## config.mk

```make
export PLATFORM = sky130hd
export DESIGN_NAME = halt_monitor
export DESIGN_NICKNAME = d
export VERILOG_FILES = /design/src/rtl/halt_monitor.sv
export SDC_FILE = /design/constraint.sdc
export NUM_CORES = 2
export LEC_CHECK = 0
export ABC_AREA = 1
export ABC_CLOCK_PERIOD_IN_PS = 11420
export CORE_MARGIN = 1.5
export CORE_UTILIZATION = 50
export DETAILED_ROUTE_END_ITERATION = 7
export PLACE_DENSITY = 0.72
export SYNTH_ARGS = -nofsm -noshare
export SYNTH_HDL_FRONTEND = slang
export SYNTH_SLANG_ARGS = --single-unit
```

## constraint.sdc

```tcl
create_clock -name clock -period 11.42 [get_ports clock]
set_input_delay 1.142 -clock clock [delete_from_list [all_inputs] [get_ports clock]]
set_output_delay 1.142 -clock clock [all_outputs]
set_load 0.02 [all_outputs]
```

## src/rtl/halt_monitor.sv

```systemverilog
// Halt monitor for a RISC-V style core: watches the commit stream, detects
// halt conditions (ebreak, illegal encodings, instruction limit, watchdog),
// drains for a fixed number of cycles and then asserts halt. It also keeps
// retired/cycle counters and a small ring buffer of recently retired PCs.
module halt_monitor #(
  parameter int unsigned XLEN         = 64,
  parameter int unsigned TRACE_DEPTH  = 16,
  parameter int unsigned WDT_LIMIT    = 1000,
  parameter int unsigned INST_LIMIT   = 0,
  parameter int unsigned DRAIN_CYCLES = 4
) (
  input  logic                           clock,
  input  logic                           reset,
  input  logic                           commit_valid,
  input  logic [XLEN-1:0]                commit_pc,
  input  logic [31:0]                    commit_inst,
  input  logic [XLEN-1:0]                a0,
  output logic                           halt,
  output logic [2:0]                     halt_cause,
  output logic [31:0]                    halt_code,
  output logic [XLEN-1:0]                halt_pc,
  output logic [63:0]                    inst_count,
  output logic [63:0]                    cycle_count,
  input  logic [$clog2(TRACE_DEPTH)-1:0] trace_rd_idx,
  output logic [XLEN-1:0]                trace_rd_pc,
  output logic [$clog2(TRACE_DEPTH):0]   trace_count
);

  localparam int unsigned IDX_W   = $clog2(TRACE_DEPTH);
  // Idle counter only needs to reach WDT_LIMIT-1; it wraps harmlessly when disabled.
  localparam int unsigned IDLE_W  = (WDT_LIMIT > 1) ? $clog2(WDT_LIMIT) : 1;
  localparam int unsigned DRAIN_W = (DRAIN_CYCLES > 1) ? $clog2(DRAIN_CYCLES) : 1;

  localparam logic [2:0] CAUSE_NONE    = 3'd0;
  localparam logic [2:0] CAUSE_EBREAK  = 3'd1;
  localparam logic [2:0] CAUSE_ILLEGAL = 3'd2;
  localparam logic [2:0] CAUSE_LIMIT   = 3'd3;
  localparam logic [2:0] CAUSE_WDT     = 3'd4;

  localparam logic [31:0]        INST_EBREAK = 32'h0010_0073;
  localparam logic [IDX_W:0]     TC_FULL     = (IDX_W+1)'(TRACE_DEPTH);
  localparam logic [DRAIN_W-1:0] DRAIN_LAST  = DRAIN_W'(DRAIN_CYCLES - 32'd1);
  localparam logic [IDLE_W-1:0]  IDLE_LAST   = IDLE_W'(WDT_LIMIT - 32'd1);

  typedef enum logic [1:0] {
    S_RUN    = 2'd0,
    S_DRAIN  = 2'd1,
    S_HALTED = 2'd2
  } state_t;

  state_t              state_r;
  logic                halt_r;
  logic [2:0]          cause_r;
  logic [31:0]         code_r;
  logic [XLEN-1:0]     hpc_r;
  logic [63:0]         inst_cnt_r;
  logic [63:0]         cyc_cnt_r;
  logic [IDLE_W-1:0]   idle_r;
  logic [DRAIN_W-1:0]  drain_r;
  logic [XLEN-1:0]     last_pc_r;
  logic [IDX_W-1:0]    wr_ptr_r;
  logic [IDX_W:0]      tcount_r;
  logic [XLEN-1:0]     ring_r [TRACE_DEPTH];

  logic                is_ebreak_s;
  logic                is_illegal_s;
  logic                lim_hit_s;
  logic                wdt_hit_s;
  logic                trig_s;
  logic [2:0]          trig_cause_s;
  logic [31:0]         trig_code_s;
  logic [XLEN-1:0]     trig_pc_s;
  logic [IDX_W-1:0]    rd_slot_s;

  // Only the low word of a0 is captured as exit code; upper bits are intentionally ignored.
  if (XLEN > 32) begin : g_a0_hi
    logic unused_a0_hi_s;
    assign unused_a0_hi_s = ^a0[XLEN-1:32];
  end

  // Decode halt triggers and resolve them by priority into one cause/code/pc.
  always_comb begin
    is_ebreak_s  = commit_valid && (commit_inst == INST_EBREAK);
    is_illegal_s = commit_valid && ((commit_inst == 32'h0000_0000) || (commit_inst == 32'hFFFF_FFFF));
    if (INST_LIMIT != 32'd0) begin
      lim_hit_s = commit_valid && ((inst_cnt_r + 64'd1) == 64'(INST_LIMIT));
    end else begin
      lim_hit_s = 1'b0;
    end
    // The watchdog expires on the WDT_LIMIT-th cycle since the last commit,
    // even if a commit happens in that very cycle.
    if (WDT_LIMIT != 32'd0) begin
      wdt_hit_s = (idle_r == IDLE_LAST);
    end else begin
      wdt_hit_s = 1'b0;
    end
    trig_s       = is_ebreak_s || is_illegal_s || lim_hit_s || wdt_hit_s;
    trig_cause_s = CAUSE_NONE;
    trig_code_s  = 32'h0000_0000;
    trig_pc_s    = commit_pc;
    if (is_ebreak_s) begin
      trig_cause_s = CAUSE_EBREAK;
      trig_code_s  = a0[31:0];
    end else if (is_illegal_s) begin
      trig_cause_s = CAUSE_ILLEGAL;
      trig_code_s  = 32'hFFFF_FFFF;
    end else if (lim_hit_s) begin
      trig_cause_s = CAUSE_LIMIT;
      trig_code_s  = 32'h0000_0001;
    end else if (wdt_hit_s) begin
      trig_cause_s = CAUSE_WDT;
      trig_code_s  = 32'h0000_0002;
      trig_pc_s    = last_pc_r;
    end else begin
      trig_cause_s = CAUSE_NONE;
    end
  end

  // Run/drain/halted sequencing, counters, ring pointers and latched halt info.
  always_ff @(posedge clock or posedge reset) begin
    if (reset) begin
      state_r    <= S_RUN;
      halt_r     <= 1'b0;
      cause_r    <= CAUSE_NONE;
      code_r     <= 32'h0000_0000;
      hpc_r      <= {XLEN{1'b0}};
      inst_cnt_r <= 64'd0;
      cyc_cnt_r  <= 64'd0;
      idle_r     <= {IDLE_W{1'b0}};
      drain_r    <= {DRAIN_W{1'b0}};
      last_pc_r  <= {XLEN{1'b0}};
      wr_ptr_r   <= {IDX_W{1'b0}};
      tcount_r   <= {(IDX_W+1){1'b0}};
    end else begin
      case (state_r)
        S_RUN: begin
          cyc_cnt_r <= cyc_cnt_r + 64'd1;
          if (commit_valid) begin
            inst_cnt_r <= inst_cnt_r + 64'd1;
            idle_r     <= {IDLE_W{1'b0}};
            last_pc_r  <= commit_pc;
            wr_ptr_r   <= wr_ptr_r + IDX_W'(1);
            if (tcount_r != TC_FULL) begin
              tcount_r <= tcount_r + (IDX_W+1)'(1);
            end
          end else begin
            idle_r <= idle_r + IDLE_W'(1);
          end
          if (trig_s) begin
            cause_r <= trig_cause_s;
            code_r  <= trig_code_s;
            hpc_r   <= trig_pc_s;
            drain_r <= {DRAIN_W{1'b0}};
            state_r <= S_DRAIN;
          end
        end
        S_DRAIN: begin
          if (drain_r == DRAIN_LAST) begin
            state_r <= S_HALTED;
            halt_r  <= 1'b1;
          end else begin
            drain_r <= drain_r + DRAIN_W'(1);
          end
        end
        S_HALTED: begin
          state_r <= S_HALTED;
        end
        default: begin
          // Corrupted state: stop the core rather than resume running.
          state_r <= S_HALTED;
          halt_r  <= 1'b1;
        end
      endcase
    end
  end

  // Ring storage: record the PC of every commit counted in RUN (contents not reset).
  always_ff @(posedge clock) begin
    if (!reset && (state_r == S_RUN) && commit_valid) begin
      ring_r[wr_ptr_r] <= commit_pc;
    end
  end

  // Combinational ring read, most recent entry at index 0; unfilled slots read 0.
  always_comb begin
    rd_slot_s = wr_ptr_r - IDX_W'(1) - trace_rd_idx;
    if ({1'b0, trace_rd_idx} < tcount_r) begin
      trace_rd_pc = ring_r[rd_slot_s];
    end else begin
      trace_rd_pc = {XLEN{1'b0}};
    end
  end

  assign halt        = halt_r;
  assign halt_cause  = cause_r;
  assign halt_code   = code_r;
  assign halt_pc     = hpc_r;
  assign inst_count  = inst_cnt_r;
  assign cycle_count = cyc_cnt_r;
  assign trace_count = tcount_r;

endmodule

```

# [Yosys cells after proc, flatten, opt, wreduce, memory -nomap -nowiden]
# Memories as Yosys holds them, arrays and structs flattened.
# Cells that the tools add are included.
# W data, S select, Z words.
[word_totals] register_bits=315 ram_bits=1024 in_bits=167 output_inout_bits=297 wordCells=72 n_memories=1
[classes] add_sub_neg=8 magnitude_cmp=1 n_eq_ne=10 mux=21 bitwise_logic=1 n_reduce_logical=18
[memory_table] name="ring_r" words=16 width=64 read_ports=1 rd_ports_with_merged_regs=0 write_ports=1 line_no="63" text="logic [XLEN-1:0] ring_r [TRACE_DEPTH];"
[ops] op="$mux W64" n=4
[ops] op="$add A64 B1 Y64 const B" n=2
[ops] op="$mux W32" n=2
[ops] op="$eq A32 B21 Y1 const B" n=1
[ops] op="$eq A32 B32 Y1 const B" n=1
[ops] op="$logic_not A32 Y1" n=1
[ops] op="$add A10 B1 Y10 const B" n=1
[ops] op="$eq A10 B10 Y1 const B" n=1
[ops] op="$mux W10" n=1
[ops] op="$mux W2" n=5
[ops] op="$mux W3" n=3
[ops] op="$pmux W2 S2" n=2
[ops] op="$reduce_and A2 Y1" n=4
[ops] op="$ne A2 B2 Y1 const B" n=3
[ops] op="$reduce_and A3 Y1" n=2
[ops] op="$add A5 B1 Y5 const B" n=1
[ops] op="$lt A4 B5 Y1" n=1
[ops] op="$ne A5 B5 Y1 const B" n=1
[ops] op="$add A4 B1 Y4 const B" n=1
[ops] op="$eq A2 B2 Y1 const B" n=2
[ops] op="$logic_and A1 B1 Y1" n=4
[ops] op="$sub A4 B1 Y4 const B" n=1
[ops] op="$sub A4 B4 Y4" n=1
[ops] op="$logic_or A1 B1 Y1" n=3
[ops] op="9 further kinds" n=11

# [Longest topological paths before layout]
[depth] depth_word=7 depth_mapped=14 ltp_nobuf=12

# [Worst setup path after synthesis]
# Ideal clock, no wire load.
[synth_timing] kind="input to register" from="input port reset" to="memory ring_r[3][0], enable pin" setup_time_ns=0.486 t_arrival_ns=11.569 required_time_ns=10.934 slack_ns=-0.635 path_stages=3 path_buffers=0 path_cell_list="inv_1 > nand3_1 > nor2_1"
[synth_via] elab_chain_len=5
[synth_lines] element="start, declared" line_no="13" text="input logic reset,"
[synth_lines] element="$logic_not A1 Y1" line_no="179" text="if (!reset && (state_r == S_RUN) && commit_valid) begin"
[synth_lines] element="$logic_and A1 B1 Y1 (2 in a row)" line_no="179"
[synth_lines] element="$mux W1" line_no="179"
[synth_lines] element="$mux W1 (not written as such)" line_no="180" text="ring_r[wr_ptr_r] <= commit_pc;"
[synth_lines] element="end, declared" line_no="63"
# Every way passes these cells.

# [Final worst setup path]
[layout_timing] from="input port trace_rd_idx[1]" to="output port trace_rd_pc[38]"
[layout_via] elab_chain_len=3 word_cells_on_any_way=4
[layout_lines] element="start, declared" line_no="24" text="input logic [$clog2(TRACE_DEPTH)-1:0] trace_rd_idx,"
[layout_lines] element="$sub A4 B4 Y4" line_no="186" text="rd_slot_s = wr_ptr_r - IDX_W'(1) - trace_rd_idx;"
[layout_lines] element="$mem_v2 Z16 W64"
[layout_lines] element="$mux W64 (*)" line_no="187" text="if ({1'b0, trace_rd_idx} < tcount_r) begin"
[layout_lines] element="end, declared" line_no="25" text="output logic [XLEN-1:0] trace_rd_pc,"
# Every way passes the cells marked *; elsewhere a longest branch is shown, timed or not.

==> impl_metrics.toml <==
[outcome]
outcome = "finished, final reports clean"

[critical_path]
cp.required_ns = 10.28
worstPathBufferInverterCount = 5
slowest_delay_ns = 0.97
r2r_cells = 6
worstPathCellList = "clkdlybuf4s50_1, inv_1, fa_4, buf_4, buf_4, a21oi_1, a22oi_1, o21ai_0, nand2_1, nand2_1, nor2_1, clkdlybuf4s50_1"
regToRegSetupSlack_ns = 6.86
start_kind = "primary input"
rr_startpoint = "state_r[0]$_DFFE_PP0P_"
r2r-end = "ring_r[9][7]$_DFFE_PP_"
cp.arrival_ns = 6.11
cp-end-kind = "output port"
critPathSlowestCell = "fa_4"
worstSetupPathType = "primary input to output port"
worstPathMaxFanout = 69
crit_family = "buffers and inverters"

[sta]
min_period_ns = 7.25
relSlewSlack_pct = 20.8
finClkSkew_ns = 0.0286
period_share_pct = 63.5
hold_viol_final = 0
max_freq_mhz = 138
setup_viol = 0
slew_violations = 0
finalSetupTns_ns = 0
tightestPinTransition_ns = 1.19
rsz0062_at_grt = "no"

[floorplanning]
die_w_um = 338
start_util_pct = 50.5
dieArea_sq_um = 114000
io_pins = 464
rows = 122
core_area_sq_um = 111000
die_y_um = 338

[drt]
viasPerCell = 5.59
wl_um = 152000
drt_iter0_markers = 3845
route.vias.total = 39200
dr.pass1.iters = 5
ant_nets = 0
drc_errors = 0
detail_route.wl_per_cell_um = 21.7

[global_routing]
grt_max_degree = 174
antenna_found_initial = 6
grt_overflow = 0
grt_util_all_layers_pct = 26.6
grt_pass1_wl_um = 228000
first_global_vias = 37800

[synthesis]
synth.avg_cell_area_sq_um = 11.1
synthFlopType = "edfxtp_1"
synthSimpleGateAreaFrac_pct = 15.8
synthMuxAreaShare_pct = 0.0403
synth_fa_ha_area_share_pct = 0.394
syn_area_sq_um = 56000
netlist_instances = 5060
yosys_register_bits = 1339
seq_area_frac_synth_pct = 69.0
synth_async_sr_flop_share_pct = 23.5
synth_compound_area_share_pct = 9.57
yosys_warnings = 0
synth_edf_count = 1024
synth_xor_area_share_pct = 1.94
synth_fp_nets = 5244
synth_top_family_by_area = "simple AND/OR/NAND/NOR gates"
synth_cell_type_count = 42

[final_layout]
final_cell_mix = "1773 x nand2_1, 1024 x edfxtp_1, 431 x clkdlybuf4s50_1"
areaGrowthSynthToFinish_pct = 18.0
final_util_pct = 59.6
instances_no_fill = 7005
drive_gt1_share_pct = 5.33
fillers = 8894
nets = 5587
mostFrequentLayoutCell = "nand2_1"
final_cell_area_sq_um = 66000

[power]
cellPowerDensity_nw_per_um2 = 157
ir_drop_mv = 0.121
power_uw = 10400
leakage_uw = 0.0253

[placed_design]
portBuffers = 431
place_hpwl_um = 86200
dp.cells = 6752
gp_congestion = 0.945
dpl_cell_area_sq_um = 61700

[clocking]
cts_tree = "done"
cts_root_buf = "clkbuf_16"
postCtsSetupBuffers = 0
clk_latency_ns = 0.75
cts_num_sinks = 1339
htree_levels = 4
clockBufferDepth = 3
post_cts_resized = 0
cts_buffers = 137
cts_hold_buf = 0
path_clk_slew_ns = 0.06

[min_path]
whs_endpoint = "halt$_DFFE_PP0P_"
min_from = "halt$_DFFE_PP0P_"
holdPathStages = 1
hp-class = "flop to flop"

[job]
maxCapViolations = 0
-- kinds of logic (layout without fill, tap and decap cells) --
| family | after synthesis | in the layout |
|---|---|---|
| AOI/OAI and AO/OA | 878 | 878 |
| xor gates and xnor gates | 124 | 124 |
| adders and majority gates | 17 | 17 |
| buffers and inverters | 466 | 921 |
| DFF | 1339 | 1339 |
| muxes | 2 | 2 |
| other | 0 | 2 |
| and+or+nand+nor | 2234 | 2234 |
-- worst reg2reg max path, delay by kind of cell, from the launching register on --
family        cells  cell delay [ns]
flops             1             0.44
buf+inv           1             0.80
simple gates      5             2.92
-- state kept, by name, indices dropped and copies added (netlist names) --
register	cells
trace_count	5
inst_count	64
idle_r	10
drain_r	2
halt_cause	3
halt_code	32
cycle_count	64
state_r	2
halt	1
ring_r	1024
halt_pc	64
wr_ptr_r	4
last_pc_r	64
-- final cells by class --
type | count | area (sq um) | share of cell area [%]
clock buffers | 189 | 3790 | 5.73
diodes | 2 | 5.00 | 0.00758
clock inverters | 62 | 586 | 0.887
well taps | 1488 | 1860 | 2.82
multi-input cells | 3255 | 15700 | 23.8
inverters | 191 | 737 | 1.12
flip-flops and latches | 1339 | 38600 | 58.5
repair buffers | 479 | 4740 | 7.17
-- power by group --
| part | switching [uW] | internal [uW] | total, uW |
|---|---|---|---|
| Sequential | 0.0000000809 | 5250 | 5250 |
| Combinational | 517 | 257 | 774 |
| Clock | 1880 | 2480 | 4360 |
| Total | 2400 | 7990 | 10400 |
-- per-layer routing --
metal / track usage, % / share of wire, %
met5: 0 / 0.044
met4: 8.39 / 2.7
met3: 7.53 / 10
met2: 41.0 / 46
met1: 36.7 / 41
-- stage by stage --
step	hold WS [ns]	setup slack (ns)
floorplan	0.453	3.16
global route	0.495	3.87
global placement	0.442	4.13
detailed placement	0.454	4.12
finish	0.466	4.17
CTS	0.474	4.12
-- worst max-delay path by stage --
stage	from	end	slack, ns	depth (start not counted)
after floorplan	reset	ring_r[11][0]$_DFFE_PP_	3.16	3
after global placement	trace_rd_idx[1]	trace_rd_pc[38]	4.13	12
after detailed placement	trace_rd_idx[1]	trace_rd_pc[38]	4.12	12
after CTS	trace_rd_idx[1]	trace_rd_pc[38]	4.12	12
after global routing	trace_rd_idx[0]	trace_rd_pc[34]	3.87	13
final	trace_rd_idx[1]	trace_rd_pc[38]	4.17	12
-- cell usage after synthesis, types with 3 or more instances --
| cell | n | share of area, % |
|---|---|---|
| nand2_1 | 1775 | 12 |
| edfxtp_1 | 1024 | 55 |
| a21oi_1 | 393 | 3.5 |
| dfrtp_1 | 315 | 14 |
| nor2_1 | 264 | 1.8 |
| o21ai_0 | 222 | 2.0 |
| inv_1 | 188 | 1.3 |
| clkbuf_1 | 186 | 1.2 |
| a22oi_1 | 126 | 1.7 |
| a32o_1 | 126 | 2.3 |
| nand3_1 | 75 | 0.67 |
| xor2_1 | 66 | 1.0 |
| xnor2_1 | 58 | 0.91 |
| buf_1 | 55 | 0.37 |
| nand4_1 | 43 | 0.48 |
| nor3_1 | 35 | 0.31 |
| buf_2 | 28 | 0.25 |
| ha_1 | 16 | 0.36 |
| nor4_1 | 10 | 0.11 |
| nand3b_1 | 8 | 0.11 |
| nor2_4 | 7 | 0.14 |
| buf_4 | 6 | 0.080 |
| o22ai_1 | 4 | 0.045 |
| inv_2 | 3 | 0.020 |
| o21ai_1 | 3 | 0.027 |
(Power assumes the default switching activity.)
